<file path="config.mk">
export PLATFORM = sky130hd
export DESIGN_NAME = mo_matmul
export DESIGN_NICKNAME = d
export VERILOG_FILES = /design/src/rtl/mo_matmul_pkg.sv /design/src/rtl/mo_row_cache.sv /design/src/rtl/mo_matmul.sv
export SDC_FILE = /design/constraint.sdc
export NUM_CORES = 1
export LEC_CHECK = 0
export ABC_CLOCK_PERIOD_IN_PS = 8500
export CORE_AREA = 2 2 247 200
export DETAILED_ROUTE_END_ITERATION = 10
export DIE_AREA = 0 0 249 202
export GPL_TIMING_DRIVEN = 0
export PLACE_DENSITY_LB_ADDON = 0.12
export SYNTH_ARGS = -nofsm -noshare
export SYNTH_HDL_FRONTEND = slang
export SYNTH_HIERARCHICAL = 1
export SYNTH_SLANG_ARGS = --single-unit
export TNS_END_PERCENT = 10
</file>
<file path="constraint.sdc">
create_clock -name clk -period 8.5 [get_ports clk]
set_input_delay 1.7 -clock clk [delete_from_list [all_inputs] [get_ports clk]]
set_output_delay 1.7 -clock clk [all_outputs]
set_load 0.05 [all_outputs]
</file>
<file path="src/rtl/mo_matmul_pkg.sv">
// Shared constants, request opcodes and FSM states for the mo_matmul engine.
package mo_matmul_pkg;

  localparam int DW    = 10;
  localparam int OW    = 20;
  localparam int MAX_R = 32;

  localparam logic [2:0] GET_N   = 3'b000;
  localparam logic [2:0] GET_R   = 3'b001;
  localparam logic [2:0] READ_A  = 3'b010;
  localparam logic [2:0] READ_X  = 3'b011;
  localparam logic [2:0] READ_B  = 3'b100;
  localparam logic [2:0] WRITE_Y = 3'b101;
  localparam logic [2:0] IDLE    = 3'b111;

  typedef enum logic [2:0] {
    S_N,
    S_R,
    S_A,
    S_B,
    S_X,
    S_W,
    S_DONE
  } state_t;

endpackage

</file>
<file path="src/rtl/mo_row_cache.sv">
// Register file holding one row of A: one write port, one indexed read port.
module mo_row_cache #(
  parameter int DW    = 10,
  parameter int MAX_R = 32,
  parameter int AW    = $clog2(MAX_R)
) (
  input  logic          clk,
  input  logic          reset,
  input  logic          we,
  input  logic [AW-1:0] waddr,
  input  logic [DW-1:0] wdata,
  input  logic [AW-1:0] raddr,
  output logic [DW-1:0] rdata
);

  logic [DW-1:0] mem [MAX_R];

  // Clear the whole row on reset, otherwise store the incoming A element.
  always_ff @(posedge clk or negedge reset) begin
    if (!reset) begin
      for (int e = 0; e < MAX_R; e++) begin
        mem[e] <= '0;
      end
    end else if (we) begin
      mem[waddr] <= wdata;
    end
  end

  assign rdata = mem[raddr];

endmodule

</file>
<file path="src/rtl/mo_matmul.sv">
// Y = A*X + B engine: fetches operands over the request bus, streams Y row-major.
module mo_matmul #(
  parameter int DW    = mo_matmul_pkg::DW,
  parameter int OW    = mo_matmul_pkg::OW,
  parameter int MAX_R = mo_matmul_pkg::MAX_R
) (
  input  logic          clk,
  input  logic          reset,
  input  logic [DW-1:0] in_data,
  output logic [9:0]    i,
  output logic [9:0]    j,
  output logic [2:0]    opcode,
  output logic [OW-1:0] out_data,
  output logic          fin
);

  import mo_matmul_pkg::*;

  localparam int AW = $clog2(MAX_R);

  state_t          state;
  logic [DW-1:0]   n;
  logic [DW-1:0]   r;
  logic [DW-1:0]   p;
  logic [DW-1:0]   q;
  logic [DW-1:0]   k;
  logic [OW-1:0]   acc;
  logic [DW-1:0]   cache_rd;
  logic            cache_we;
  logic [2*DW-1:0] prod;
  logic [OW-1:0]   acc_next;
  logic            k_last;
  logic            q_last;
  logic            p_last;

  // The A row is captured while READ_A requests are in flight and read back during READ_X.
  assign cache_we = (state == S_A);

  mo_row_cache #(
    .DW    (DW),
    .MAX_R (MAX_R),
    .AW    (AW)
  ) u_row_cache (
    .clk   (clk),
    .reset (reset),
    .we    (cache_we),
    .waddr (k[AW-1:0]),
    .wdata (in_data),
    .raddr (k[AW-1:0]),
    .rdata (cache_rd)
  );

  assign prod     = (2*DW)'(cache_rd) * (2*DW)'(in_data);
  assign acc_next = acc + OW'(prod);
  assign k_last   = (k == r - DW'(1));
  assign q_last   = (q == n - DW'(1));
  assign p_last   = (p == n - DW'(1));

  // Request sequencer and MAC: every output is registered and is the request for the next cycle.
  always_ff @(posedge clk or negedge reset) begin
    if (!reset) begin
      state    <= S_N;
      opcode   <= GET_N;
      i        <= '0;
      j        <= '0;
      out_data <= '0;
      fin      <= 1'b0;
      n        <= '0;
      r        <= '0;
      p        <= '0;
      q        <= '0;
      k        <= '0;
      acc      <= '0;
    end else begin
      case (state)
        S_N: begin
          n      <= in_data;
          state  <= S_R;
          opcode <= GET_R;
        end
        S_R: begin
          r <= in_data;
          p <= '0;
          q <= '0;
          k <= '0;
          i <= '0;
          j <= '0;
          if (n == '0) begin
            state  <= S_DONE;
            opcode <= IDLE;
          end else if (in_data == '0) begin
            state  <= S_B;
            opcode <= READ_B;
          end else begin
            state  <= S_A;
            opcode <= READ_A;
          end
        end
        S_A: begin
          i <= 10'(p);
          if (k_last) begin
            k      <= '0;
            q      <= '0;
            state  <= S_B;
            opcode <= READ_B;
            j      <= '0;
          end else begin
            k      <= k + DW'(1);
            opcode <= READ_A;
            j      <= 10'(k + DW'(1));
          end
        end
        S_B: begin
          acc <= OW'(in_data);
          k   <= '0;
          j   <= 10'(q);
          if (r == '0) begin
            state    <= S_W;
            opcode   <= WRITE_Y;
            out_data <= OW'(in_data);
            i        <= 10'(p);
          end else begin
            state  <= S_X;
            opcode <= READ_X;
            i      <= '0;
          end
        end
        S_X: begin
          acc <= acc_next;
          j   <= 10'(q);
          if (k_last) begin
            state    <= S_W;
            opcode   <= WRITE_Y;
            out_data <= acc_next;
            i        <= 10'(p);
          end else begin
            k      <= k + DW'(1);
            opcode <= READ_X;
            i      <= 10'(k + DW'(1));
          end
        end
        S_W: begin
          if (q_last) begin
            if (p_last) begin
              state  <= S_DONE;
              opcode <= IDLE;
              i      <= '0;
              j      <= '0;
            end else begin
              p <= p + DW'(1);
              q <= '0;
              k <= '0;
              i <= 10'(p + DW'(1));
              j <= '0;
              if (r == '0) begin
                state  <= S_B;
                opcode <= READ_B;
              end else begin
                state  <= S_A;
                opcode <= READ_A;
              end
            end
          end else begin
            q      <= q + DW'(1);
            state  <= S_B;
            opcode <= READ_B;
            i      <= 10'(p);
            j      <= 10'(q + DW'(1));
          end
        end
        S_DONE: begin
          fin    <= 1'b1;
          opcode <= IDLE;
          i      <= '0;
          j      <= '0;
        end
        default: begin
          state  <= S_N;
          opcode <= GET_N;
        end
      endcase
    end
  end

endmodule

</file>
==> results by group <==
Synth
  • Number of flip-flops and latches in the synthesized netlist: around 440
  • Instance count of the mapped netlist: between 2000 and 2500
  • EDFF count, synth: 0
  • Part of the Yosys area used for sequential elements: 0.426
  • YS warnings: 6
  • Main synth FF type: sky130_fd_sc_hd__dfrtp_1
  • Cell area after synthesis: ~26000 um^2
  • Average size of a mapped cell: about 11 um^2
  • Synth cell types: around 90
  • Mapped Nets: ~2400
  • Share of synthesized registers carrying an async set or reset: 1.00

Hold path
  • Worst Hold Endpoint: out_data[17]$_DFFE_PN0P_
  • Worst min path class: flop to flop
  • Startpoint of the worst hold path: out_data[17]$_DFFE_PN0P_
  • Hold-critical path depth: 2

Route
  • Routed wirelength normalized by instance count: approximately 23 um
  • Via density: around 6
  • Initial DRC Count: around 1300
  • Number of iterations in the first detailed-routing pass: 5
  • Post-route DRC violation count: 0
  • Final wirelength: slightly below 70000 um
  • ANT nets after route: 0
  • Number of vias in the routed layout: 18100

Timing
  • Setup clock skew after layout: 30.1 ps
  • Endpoints failing setup: 0
  • Final Critical Period: roughly 8100 ps
  • Max Transition Viols Final: 0
  • Worst slew margin relative to its limit: 0.143
  • RSZ-0062 raised after global routing: false
  • Measured slew at the worst slew-check pin: roughly 1300 ps
  • Highest attainable clock frequency: about 120 MHz
  • Final Hold Fails: 0
  • Hold Worst Slack: ~480 ps
  • Share of the clock period used by the worst path after layout: 0.951

Place
  • Total half-perimeter wirelength after legalization and detailed placement: 49900 um
  • Gp weighted congestion: between 0.9 and 1
  • Port Buffer Count: 55
  • Placed cell areas: approximately 27000 um^2

CTS
  • CTS clk-pin slew, worst paths: approximately 60 ps
  • TritonCTS clock tree: built
  • TritonCTS Buffers: between 40 and 50
  • Number of buffers inserted by hold repair at cts: 0
  • Resized Gates After CTS: 0
  • Maximum clock insertion buffer count: 3
  • Clk sink count: around 440
  • H-tree level count: 2
  • Setup Buffers After CTS: 0
  • Clk Tree Root Cell: sky130_fd_sc_hd__clkbuf_16
  • Insertion delay of the later-clocked pin in the worst-skew pair: 610 ps

Final layout
  • NumNets Final: roughly 2600
  • Multi-input gate area: 13500 um^2
  • Final std cell area, no fill: roughly 29000 um^2
  • Area growth from synthesis to layout: 11.3%
  • Footprint of the flip-flops and latches: roughly 11000 um^2
  • Top library cells by usage in the layout, fill and taps aside: sky130_fd_sc_hd__dfrtp_1 (437), sky130_fd_sc_hd__mux2_2 (320), sky130_fd_sc_hd__mux2i_1 (170)
  • Most common cell after layout, fill and taps aside: sky130_fd_sc_hd__dfrtp_1
  • Ratio of cells with drive above 1 in the final layout: 0.205
  • Fillers: around 4000

Critical path
  • Crit start category: flop
  • Worst setup path category: flop to flop
  • Reg2reg setup slack: about 420 ps
  • Critical Path Most Common Cell: sky130_fd_sc_hd__fa_1
  • Cell chain of the critical path: and2_1, clkbuf_1, buf_2, clkbuf_1, a22oi_1, nand3_1, nand3_1, clkbuf_1, and2_1, fa_1, fa_1, fa_1, fa_1, inv_1, fa_1, inv_1, ha_1, a21o_1, a221o_1, a21oi_1, o21ai_0, a211oi_1, o22ai_1
  • Endpoint of the most critical register-to-register path: acc[18]$_DFFE_PN0N_
  • Slowest CP cell: sky130_fd_sc_hd__dfrtp_1
  • Startpoint of the most critical register-to-register path: k[0]$_DFFE_PN0P_
  • Slowest Stage Delay on Critical Path: 840 ps
  • CP required: a little under 9000 ps
  • Max FO, Critical Path: 19
  • Worst reg2reg path depth: 23
  • Arrival time reported for the critical path endpoint: roughly 8500 ps
  • Critical path capture point type: flop

Outcome
  • Run status: finished, final reports clean

Global route
  • Global-route total usage across every layer: 0.278
  • Via count of the first global-routing pass: ~19000
  • Maximum number of pins on one net before global-route repair: 119
  • Number of antenna violations at the first check in global routing: 2
  • First-pass GRT wire length: around 110000 um
  • Total gr overflow: 0

Floorplan
  • Starting utilization of the core area: 0.537
  • Die footprint: about 50000 um^2
  • Core Area: about 48000 um^2
  • Site row count: 72
  • Num ports: 56
  • Vertical extent of the die: just over 200 um
  • X dimension of the die: between 200 and 250 um

Flow run
  • Max-capacitance violation count: 0
==> layer usage <==
| metal | part of all wire | global-route usage | up-vias |
|---|---|---|---|
| met4 | 0.023 | 0.0758 | 0 |
| met3 | 0.055 | 0.0385 | 109 |
| met5 | 0 | 0 | - |
| met1 | 0.45 | 0.393 | 9241 |
| met2 | 0.47 | 0.453 | 527 |
| li1 | - | - | 8242 |
==> worst max-delay path by stage <==
| stage | cells past startpoint | start | to | slack [ps] |
|---|---|---|---|---|
| 2_1_floorplan | 21 | in_data[3] | acc[17]$_DFFE_PN0N_ | 1830 |
| 3_3_place_gp | 1 | reset | u_row_cache/mem[119]$_DFFE_PN0P_ | -13060 |
| 3_5_place_dp | 17 | in_data[9] | acc[18]$_DFFE_PN0N_ | 200 |
| 4_1_cts | 26 | k[0]$_DFFE_PN0P_ | acc[17]$_DFFE_PN0N_ | 540 |
| 5_1_grt | 27 | k[0]$_DFFE_PN0P_ | acc[17]$_DFFE_PN0N_ | 80 |
| 6_report | 23 | k[0]$_DFFE_PN0P_ | acc[18]$_DFFE_PN0N_ | 420 |
==> sequential cells by signal, indices dropped and copies added (netlist names) <==
signal / cells
k: 10
u_row_cache/mem: 320
j: 10
acc: 20
out_data: 20
opcode: 3
r: 10
p: 10
n: 10
q: 10
fin: 1
state: 3
i: 10
==> stage by stage <==
step           utilization  TNS [ps]  setup WS [ps]  cells
2_1_floorplan            -         0           1830   2290
3_3_place_gp         0.565  -5674240         -13060   2974
6_report             0.597         0            420   3057
3_5_place_dp         0.567         0            205   2978
5_1_grt              0.597         0           83.2   3055
4_1_cts              0.597         0            542   3055
==> worst max-delay path, delay by kind of cell (launching register included) <==
kind / cells / cell delay (ps)
flip-flops: 1 / 840
buffers and inverters: 6 / 1450
adder cells (fa/ha/maj): 6 / 2960
AO/OA/AOI/OAI: 7 / 1700
AND/OR/NAND/NOR: 4 / 940
==> kinds of logic after synthesis <==
kind of cell | count (synthesis) | synth area share
AOI/OAI and AO/OA | 327 | 0.0870
xor gates and xnor gates | 59 | 0.0201
adders and majority gates | 144 | 0.0936
buffers and inverters | 303 | 0.0483
DFF | 437 | 0.426
muxes | 506 | 0.215
and+or+nand+nor | 514 | 0.110
==> synthesized netlist by cell type, drive strengths merged (6+ instances only) <==
| cell | number | area [um^2] |
|---|---|---|
| mux2i | 170 | 1700 |
| o211ai | 8 | 60.1 |
| and3 | 17 | 106 |
| nor4 | 7 | 50.1 |
| nand3b | 6 | 82.6 |
| ha | 60 | 751 |
| a21oi | 53 | 265 |
| a21o | 17 | 128 |
| nor3 | 31 | 176 |
| nand3 | 53 | 278 |
| a31oi | 28 | 175 |
| nor3b | 9 | 106 |
| o22ai | 6 | 37.5 |
| xnor2 | 30 | 263 |
| or2 | 8 | 50.1 |
| inv | 164 | 616 |
| dfrtp | 437 | 10900 |
| nor2b | 17 | 106 |
| buf | 43 | 262 |
| a22o | 27 | 236 |
| and2 | 56 | 350 |
| o21ai | 73 | 365 |
| xor2 | 29 | 254 |
| mux2 | 336 | 3820 |
| nand2b | 10 | 62.6 |
| nand2 | 178 | 708 |
| nand4 | 19 | 119 |
| a22oi | 43 | 323 |
| fa | 81 | 1620 |
| o221ai | 6 | 52.6 |
| o31ai | 10 | 75.1 |
| clkbuf | 96 | 362 |
| nor2 | 84 | 465 |
| or4 | 6 | 48.8 |
==> cell type report <==
cell class,instances,area share
inverter,164,0.0216
buffer,139,0.0218
multi-input combinational,1550,0.472
clock inverter,13,0.00482
clock buffer,64,0.0455
antenna,2,0.000175
timing repair buffer,59,0.0233
sequential,437,0.383
tap,629,0.0276
Power is not shown: default switching activity piles up to over one toggle a cycle in this logic, so the estimate is an artifact.
